**src/rtl/draw_arbiter_pkg.sv**
```systemverilog
// Shared constants and types for the draw arbiter: FSM state encoding,
// screen geometry, coordinate/colour widths and the off-screen test.
package draw_arbiter_pkg;

  localparam int X_W        = 8;
  localparam int Y_W        = 7;
  localparam int COLOUR_W   = 3;
  localparam int GRANT_W    = 2;
  localparam int CLIP_CNT_W = 16;

  localparam logic [X_W-1:0] SCREEN_W = 8'd160;
  localparam logic [Y_W-1:0] SCREEN_H = 7'd120;

  typedef logic [1:0] arb_state_t;

  localparam arb_state_t ST_IDLE   = 2'd0;
  localparam arb_state_t ST_RUN    = 2'd1;
  localparam arb_state_t ST_FINISH = 2'd2;
  localparam arb_state_t ST_DRAIN  = 2'd3;

  typedef struct packed {
    logic [X_W-1:0]      x;
    logic [Y_W-1:0]      y;
    logic [COLOUR_W-1:0] colour;
  } vga_pix_t;

  function automatic logic off_screen(input logic [X_W-1:0] x, input logic [Y_W-1:0] y);
    return (x >= SCREEN_W) || (y >= SCREEN_H);
  endfunction

endpackage

```
**src/rtl/draw_arbiter_rr_pick.sv**
```systemverilog
// Round-robin request selector: first requester searching from last+1 (mod N_ENG).
module rr_pick
  import draw_arbiter_pkg::*;
#(
  parameter int N_ENG = 3
) (
  input  logic [N_ENG-1:0]   req,
  input  logic [GRANT_W-1:0] last,
  output logic               valid,
  output logic [GRANT_W-1:0] index
);

  // Offset k=1 is the highest priority; the !valid guard keeps the first hit.
  always_comb begin
    valid = 1'b0;
    index = '0;
    for (int k = 1; k <= N_ENG; k++) begin
      for (int i = 0; i < N_ENG; i++) begin
        if (!valid && req[i] && (((int'(last) + k) % N_ENG) == i)) begin
          valid = 1'b1;
          index = GRANT_W'(i);
        end
      end
    end
  end

endmodule

```
**src/rtl/draw_arbiter.sv**
```systemverilog
// Arbitrates N_ENG drawing engines onto one VGA plot port, one run at a time.
// Define ARB_CLIP_EN to suppress and count off-screen plots.
//
// state  | meaning
// IDLE   | waiting for a request; round-robin pick loads grant
// RUN    | granted engine started, its plots forwarded to VGA
// FINISH | single cycle: ack pulse, last := grant
// DRAIN  | start dropped, waiting for granted engine's done to fall
module draw_arbiter
  import draw_arbiter_pkg::*;
#(
  parameter int N_ENG = 3
) (
  input  logic                        clk,
  input  logic                        rst,
  input  logic [N_ENG-1:0]            req,
  output logic [N_ENG-1:0]            ack,
  output logic [N_ENG-1:0]            eng_start,
  input  logic [N_ENG-1:0]            eng_done,
  input  logic [X_W*N_ENG-1:0]        eng_x,
  input  logic [Y_W*N_ENG-1:0]        eng_y,
  input  logic [COLOUR_W*N_ENG-1:0]   eng_colour,
  input  logic [N_ENG-1:0]            eng_plot,
  output logic [X_W-1:0]              vga_x,
  output logic [Y_W-1:0]              vga_y,
  output logic [COLOUR_W-1:0]         vga_colour,
  output logic                        vga_plot,
  output logic                        busy,
  output logic [GRANT_W-1:0]          grant,
  output logic [CLIP_CNT_W-1:0]       clip_cnt
);

  localparam logic [GRANT_W-1:0] LAST_RST = GRANT_W'(N_ENG - 1);

  arb_state_t         state;
  logic [GRANT_W-1:0] last;
  logic               pick_valid;
  logic [GRANT_W-1:0] pick_index;
  vga_pix_t           sel_pix;
  logic               sel_plot;
  logic               sel_done;
  logic               clip_hit;

  rr_pick #(
    .N_ENG (N_ENG)
  ) u_rr_pick (
    .req   (req),
    .last  (last),
    .valid (pick_valid),
    .index (pick_index)
  );

  // Only the granted engine's slice is ever looked at.
  always_comb begin
    sel_pix  = '0;
    sel_plot = 1'b0;
    sel_done = 1'b0;
    for (int i = 0; i < N_ENG; i++) begin
      if (grant == GRANT_W'(i)) begin
        sel_pix.x      = eng_x[X_W*i +: X_W];
        sel_pix.y      = eng_y[Y_W*i +: Y_W];
        sel_pix.colour = eng_colour[COLOUR_W*i +: COLOUR_W];
        sel_plot       = eng_plot[i];
        sel_done       = eng_done[i];
      end
    end
  end

  always_ff @(posedge clk or posedge rst) begin
    if (rst) begin
      state <= ST_IDLE;
      last  <= LAST_RST;
      grant <= '0;
    end else begin
      case (state)
        ST_IDLE: begin
          if (pick_valid) begin
            grant <= pick_index;
            state <= ST_RUN;
          end
        end
        ST_RUN: begin
          if (sel_done) state <= ST_FINISH;
        end
        ST_FINISH: begin
          last  <= grant;
          state <= ST_DRAIN;
        end
        ST_DRAIN: begin
          if (!sel_done) state <= ST_IDLE;
        end
        default: state <= ST_IDLE;
      endcase
    end
  end

  // Decoded from the state register so reset clears them asynchronously.
  always_comb begin
    eng_start = '0;
    ack       = '0;
    for (int i = 0; i < N_ENG; i++) begin
      if (grant == GRANT_W'(i)) begin
        eng_start[i] = (state == ST_RUN) || (state == ST_FINISH);
        ack[i]       = (state == ST_FINISH);
      end
    end
  end

  assign busy = (state != ST_IDLE);

`ifdef ARB_CLIP_EN
  assign clip_hit = off_screen(sel_pix.x, sel_pix.y);

  always_ff @(posedge clk or posedge rst) begin
    if (rst) begin
      clip_cnt <= '0;
    end else if ((state == ST_RUN) && sel_plot && clip_hit && (clip_cnt != '1)) begin
      clip_cnt <= clip_cnt + 1'b1;
    end
  end
`else
  assign clip_hit = 1'b0;
  assign clip_cnt = '0;
`endif

  // Coordinates hold their last RUN sample; the strobe only survives a RUN sample.
  always_ff @(posedge clk or posedge rst) begin
    if (rst) begin
      vga_x      <= '0;
      vga_y      <= '0;
      vga_colour <= '0;
      vga_plot   <= 1'b0;
    end else if (state == ST_RUN) begin
      vga_x      <= sel_pix.x;
      vga_y      <= sel_pix.y;
      vga_colour <= sel_pix.colour;
      vga_plot   <= sel_plot & ~clip_hit;
    end else begin
      vga_plot   <= 1'b0;
    end
  end

endmodule

```
**config.mk**
```make
export PLATFORM = sky130hd
export DESIGN_NAME = draw_arbiter
export DESIGN_NICKNAME = d
export VERILOG_FILES = /design/src/rtl/draw_arbiter_pkg.sv /design/src/rtl/draw_arbiter_rr_pick.sv /design/src/rtl/draw_arbiter.sv
export SDC_FILE = /design/constraint.sdc
export NUM_CORES = 1
export LEC_CHECK = 0
export CORE_MARGIN = 4
export CORE_UTILIZATION = 38
export CTS_BUF_LIST = sky130_fd_sc_hd__clkbuf_4 sky130_fd_sc_hd__clkbuf_8
export CTS_CLUSTER_DIAMETER = 40
export DETAILED_ROUTE_END_ITERATION = 7
export HOLD_SLACK_MARGIN = 0.1
export PLACE_DENSITY = 0.84
export SLEW_MARGIN = 5
export SYNTH_ARGS = -nofsm -noshare
export SYNTH_HDL_FRONTEND = slang
export SYNTH_HIERARCHICAL = 1
export SYNTH_SLANG_ARGS = --single-unit
```
**constraint.sdc**
```tcl
create_clock -name clk -period 2.2 [get_ports clk]
set_input_delay 0.22 -clock clk [delete_from_list [all_inputs] [get_ports clk]]
set_output_delay 0.22 -clock clk [all_outputs]
set_load 0.02 [all_outputs]
```
# Word level (Yosys, flattened, before mapping)
# Cells that the tools add are included.
dict set report word_totals {
  ff_bits 25
  input_bits 65
  out_inout_bits 44
  wordCells 98
}
dict set report op_classes {
  n_addsub 3
  div_mod_pow 3
  eq_ne 14
  mux 37
  n_reduce_logical 34
}
# operator n
set ops {}
lappend ops {{32-bit by 2-bit == test with 1-bit output (second input constant)} 3}
lappend ops {{32-bit by 3-bit == test with 1-bit output (second input constant)} 3}
lappend ops {{32-bit zero test} 3}
lappend ops {{32-bit by 3-bit modulo with 32-bit output (second input constant)} 3}
lappend ops {{18-bit two-way mux} 3}
lappend ops {{1-bit two-way mux} 23}
lappend ops {{2-bit two-way mux} 10}
lappend ops {{1-bit logical AND} 17}
lappend ops {{1-bit zero test} 8}
lappend ops {{2-bit case mux with 4 select lines} 1}
lappend ops {{2-bit by 2-bit adder with 3-bit output (second input constant)} 2}
lappend ops {{2-bit == test (second input constant)} 3}
lappend ops {{2-bit inequality test (second input constant)} 3}
lappend ops {{2-bit by 1-bit == test with 1-bit output (second input constant)} 2}
lappend ops {{2-bit zero test} 2}
lappend ops {{2-bit by 1-bit adder with 3-bit output (second input constant)} 1}
lappend ops {{3-bit AND reduction} 1}
lappend ops {{2-bit AND reduction} 1}
lappend ops {{2-bit nonzero test} 1}
lappend ops {{1-bit logical OR} 1}

# Depth between registers and ports, before layout
dict set report logic_depth {
  ltp_word 39
  depth_mapped 7
  mapped_depth_nobuf 7
}

# Modules after synthesis
# Netlist, hierarchy kept.
# module n_inst cells_per_inst area_each_um2 seq_area_each_um2
set by_module_without_submodules {}
lappend by_module_without_submodules {draw_arbiter 1 179 1582.8 626.9}
lappend by_module_without_submodules {rr_pick 1 16 107.6 0.0}

# Least setup slack after synthesis
# Ideal clock, no wire load.
dict set report synth_path {
  path_type {reg2reg}
  from {reg grant[1]}
  to {reg state[1]}
  setup_time_ns 0.128
  arrival_ns 1.741
  t_required_ns 2.072
  slack_ns 0.331
  path_stages_with_launch 6
  n_path_buf 1
  synth_period_minus_slack_ns 1.869
  cell_sequence {dfrtp_1 > buf_6 > mux2_4 > or2_1 > a221oi_2 > mux2_1}
}
dict set report synth_via {
  elab_chain_len 6
  word_cells_on_any_way 9
  classes_between {eq/ne (4); mux (3); reduce/logical (2)}
}
# element line
set synth_rtl {}
lappend synth_rtl {{start: declaration} draw_arbiter.sv:29} ;# output logic [GRANT_W-1:0] grant,
lappend synth_rtl {{start signal: assignment} draw_arbiter.sv:78} ;# grant <= pick_index;
lappend synth_rtl {{2-bit zero test} draw_arbiter.sv:59} ;# if (grant == GRANT_W'(i)) begin
lappend synth_rtl {{1-bit two-way mux (2 in a row)} draw_arbiter.sv:59}
lappend synth_rtl {{1-bit two-way mux (*)} draw_arbiter.sv:59}
lappend synth_rtl {{2-bit inequality test (no source line)} --}
lappend synth_rtl {{3-bit AND reduction (no source line) (*)} --}
lappend synth_rtl {{end signal: assignment} draw_arbiter.sv:71} ;# state <= ST_IDLE;
lappend synth_rtl {{end signal: assignment} draw_arbiter.sv:79} ;# state <= ST_RUN;
lappend synth_rtl {{end signal: assignment} draw_arbiter.sv:83} ;# if (sel_done) state <= ST_FINISH;
lappend synth_rtl {{end: declaration} draw_arbiter.sv:35} ;# arb_state_t state;
# Mark *: on every way between the ends. The rest lies on a longest branch, timed or not.
# A chain may end at the register's enable or synchronous reset.

# Final worst setup path
dict set report layout_path {
  from {reg grant[1]}
  to {out ack[1]}
}
dict set report layout_via {
  elab_chain_len 2
}
# element line
set layout_rtl {}
lappend layout_rtl {{2-bit by 1-bit == test with 1-bit output} draw_arbiter.sv:102} ;# if (grant == GRANT_W'(i)) begin
lappend layout_rtl {{1-bit two-way mux} draw_arbiter.sv:102}
lappend layout_rtl {{end: declaration} draw_arbiter.sv:17} ;# output logic [N_ENG-1:0] ack,
# Every way passes these cells.

==> results.md <==
Yosys:
- The share of synthesized flip-flops with an asynchronous set or reset is 1.00.
- The Yosys step of the flow raised 6 warnings.
- The number of enable-type register cells in the synthesized netlist is 0.
- Synthesis instantiated 32 different standard cells from the library.
- The synthesized netlist cell count is ~200.
- The synthesized design contains 25 register bits.
- In the synthesized netlist the dominant register cell turns out to be dfrtp_1.
- The average footprint of a synthesized cell is just under 9 um^2.
- For this run, the register share of the synthesized area comes to 0.371.
- After synthesis the cells add up to roughly 1700 um^2.

Drt:
- After detailed routing, the average wire length per cell comes to around 14 um.
- The total length of routed wires is approximately 4700 um.
- The detail route stage leaves a number of antenna-violating nets equal to 0.
- For this block, the via count after detailed routing is 1,614.
- Wire segments on met2 add up to 2420 um in the final route.
- After detailed routing, the number of vias per cell comes to a little under 5.
- The detailed-router iteration count before antenna repair is 4.
- The number of DRC violations after detailed-routing iteration 0 is 37.
- In the routed design, unresolved DRC markers number 0.
- The met3 wirelength from detailed routing is between 400 and 500 um.
- After detailed routing, the wire length on met1 is 1720 um.
- After detailed routing, no signal wire sits above met4.

Timing:
- The number of pins exceeding their max-slew limit in the final report came to 0.
- Of the available clock period, the critical path in the final layout requires 0.946.
- The number of setup violations in the final report is 0.
- The final number of hold-violating endpoints is 0.
- Setup repair after global routing left no endpoint under its margin.
- The setup TNS is 0 ns.
- The highest clock frequency the design can meet is between 0.4 and 0.5 GHz.
- Clock skew on the completed layout was measured at between 0.002 and 0.0025 ns.
- The post-route minimum period is about 2.1 ns.

Floorplan:
- The starting density of the core is 0.408.
- From left edge to right edge, the die measures between 70 and 80 um.
- In this run the standard cell core region covers roughly 4100 um^2.
- Pin placement for this block handled around 110 I/O pins.
- The die covers about 5600 um^2.
- The row count is 23.
- The vertical die dimension is around 75 um.

Min path:
- In this run the worst hold path is classified as in -> async.

Run status:
- The flow ran to the end, and the final reports show no timing, DRC or antenna violations.

Worst setup path:
- At the worst endpoint, the required time is about 2 ns.
- The type of the setup path with the least slack is reg -> out.
- Data on the critical path arrives at its endpoint at about 1.9 ns.
- The endpoint kind of the worst setup timing path is an output pin.
- The worst setup path startpoint is grant[1].
- STA classifies the critical path startpoint as a register.
- The beginning of the worst register-to-register path is grant[1].
- The largest driver fanout on the critical path is 9.

Pwr:
- Power comes to 0.00337 W.
- For this design the static power due to leakage is 1.19 nW.
- Dividing total power by cell area gives a power density of 1260 nW/um^2.
- The worst-case IR drop observed on VDD is 0.492 mV.

Finish:
- The number of antenna diodes in the final layout is 0.
- The total number of nets in the final design is about 360.
- The area added between synthesis and finish is 58.1%.
- The top cell types in the final layout, fill and taps aside, are 89 x clkdlybuf4s50_1, 39 x nor2_1, 36 x a21oi_1.
- The library cell used most frequently in the layout, excluding fill and tap cells, is clkdlybuf4s50_1.
- The share of layout cells above drive strength 1 is 0.0734.
- The filler cell count in the final layout is 369.

GRT:
- After global routing the overflow that remains totals 0.
- The number of antenna violations at the first check in global routing is 0.
- The via count of the first global-routing pass is approximately 1,600.
- Entering global routing, the biggest net connects 28 pins.
- For this run, the total global-route usage over all layers was measured as 0.169.
- The first-pass GRT wire length is about 7300 um.

Clock network:
- The insertion delay of the later-clocked pin in the worst-skew pair is roughly 0.26 ns.
- The number of buffers on the longest clock path is 2.
- The sink count of the clock tree is 25.
- The library cell used as clock root buffer is clkbuf_8.
- The CTS clock-pin slew for the worst setup and hold paths is about 0.080 ns.
- TritonCTS created 3 clock buffers.
- TritonCTS built the clock tree.
- The number of buffers inserted for hold repair after clock tree synthesis is 0.
- In this run the number of H-tree levels came out at 1.

Placement:
- The congestion estimate from routability-driven global placement came to 0.816.
- The half-perimeter wire length after detailed placement is roughly 3800 um.
- The number of port buffers is 92.

Flow run:
- The number of violations of the max-capacitance limit is 0.
critical path: stages, from the launching register on:
cell and delay [ns]:
dfrtp_1 0.52, nor2b_1 0.31, and2_1 0.18, clkdlybuf4s50_1 0.59
power by group:
| part | switching, W | internal (W) | leakage (nW) |
|---|---|---|---|
| clock network | 0.000138 | 0.000142 | 0.0262 |
| logic | 0.00119 | 0.00106 | 0.875 |
| registers | 0.000145 | 0.000698 | 0.287 |
| total | 0.00147 | 0.00190 | 1.19 |
kinds of logic after synthesis:
group,after synthesis,share of synthesized area
AOI/OAI and AO/OA,43,0.148
buffers and inverters,36,0.121
adders and majority gates,6,0.0444
and+or+nand+nor,58,0.153
muxes,26,0.161
other,1,0.00222
DFF,25,0.371
per-stage QoR:
| step | instance area (um^2) | cells | worst slack, ns | utilization | hold slack, ns |
|---|---|---|---|---|---|
| 6_report | 2670 | 336 | 0.119 | 0.645 | 0.305 |
| 5_1_grt | 2670 | 336 | 0.0188 | 0.645 | 0.348 |
| 4_1_cts | 2670 | 336 | 0.00123 | 0.643 | 0.322 |
| 3_5_place_dp | 2620 | 332 | 0.238 | 0.631 | 0.513 |
| 3_3_place_gp | 2620 | 332 | 0.333 | 0.631 | 0.498 |
| 2_1_floorplan | 1750 | 210 | 0.331 | - | 0.247 |
area by class of cell:
type,count,area (um^2),share of cell area
multi-input cells,149,916,0.343
inverters,8,30.0,0.0112
well taps,50,62.6,0.0234
clock buffers,4,48.8,0.0183
repair buffers,100,988,0.370
flip-flops and latches,25,627,0.235
sequential cells by signal (all words and copies together), names as in the netlist:
signal / count
grant: 2
vga_plot: 1
vga_x: 8
last: 2
vga_colour: 3
vga_y: 7
state: 2
routing by layer:
layer / up-vias / global-route usage
li1: 802 / -
met2: 67 / 0.324
met1: 739 / 0.176
met5: - / 0
met3: 6 / 0.0547
met4: 0 / 0.0415
cells in the mapped netlist (2+ instances only):
| master | instances | area, um^2 |
|---|---|---|
| mux2i_1 | 20 | 200 |
| nand2b_1 | 2 | 12.5 |
| nor3b_1 | 2 | 15.0 |
| buf_4 | 16 | 120 |
| clkbuf_1 | 9 | 33.8 |
| and3_1 | 2 | 12.5 |
| a21oi_1 | 36 | 180 |
| nor2b_1 | 2 | 12.5 |
| nor3_1 | 2 | 10.0 |
| and2_1 | 4 | 25.0 |
| ha_1 | 6 | 75.1 |
| mux2_2 | 4 | 45.0 |
| dfrtp_1 | 24 | 601 |
| nor2_1 | 39 | 146 |
| nand2_1 | 3 | 11.3 |
| inv_1 | 8 | 30.0 |
worst paths after layout:
check / end / slack, ns / cells past startpoint
setup / recovery: ack[1] / 0.12 / 3
min in group clk: vga_y[5] / 0.52 / 2
max in group asynchronous: last[1] / 1.61 / 3
setup reg to reg: state[1] / 0.24 / 4
hold / removal: vga_x[4] / 0.31 / 3
hold reg to reg: vga_y[5] / 0.52 / 2
repair_timing:
item | CTS | global route
resized for setup | 0 | 3
setup buffers | 0 | 0
endpoints found under the setup margin | 0 | 3
No activity file was read; power rests on OpenSTA's default activity.
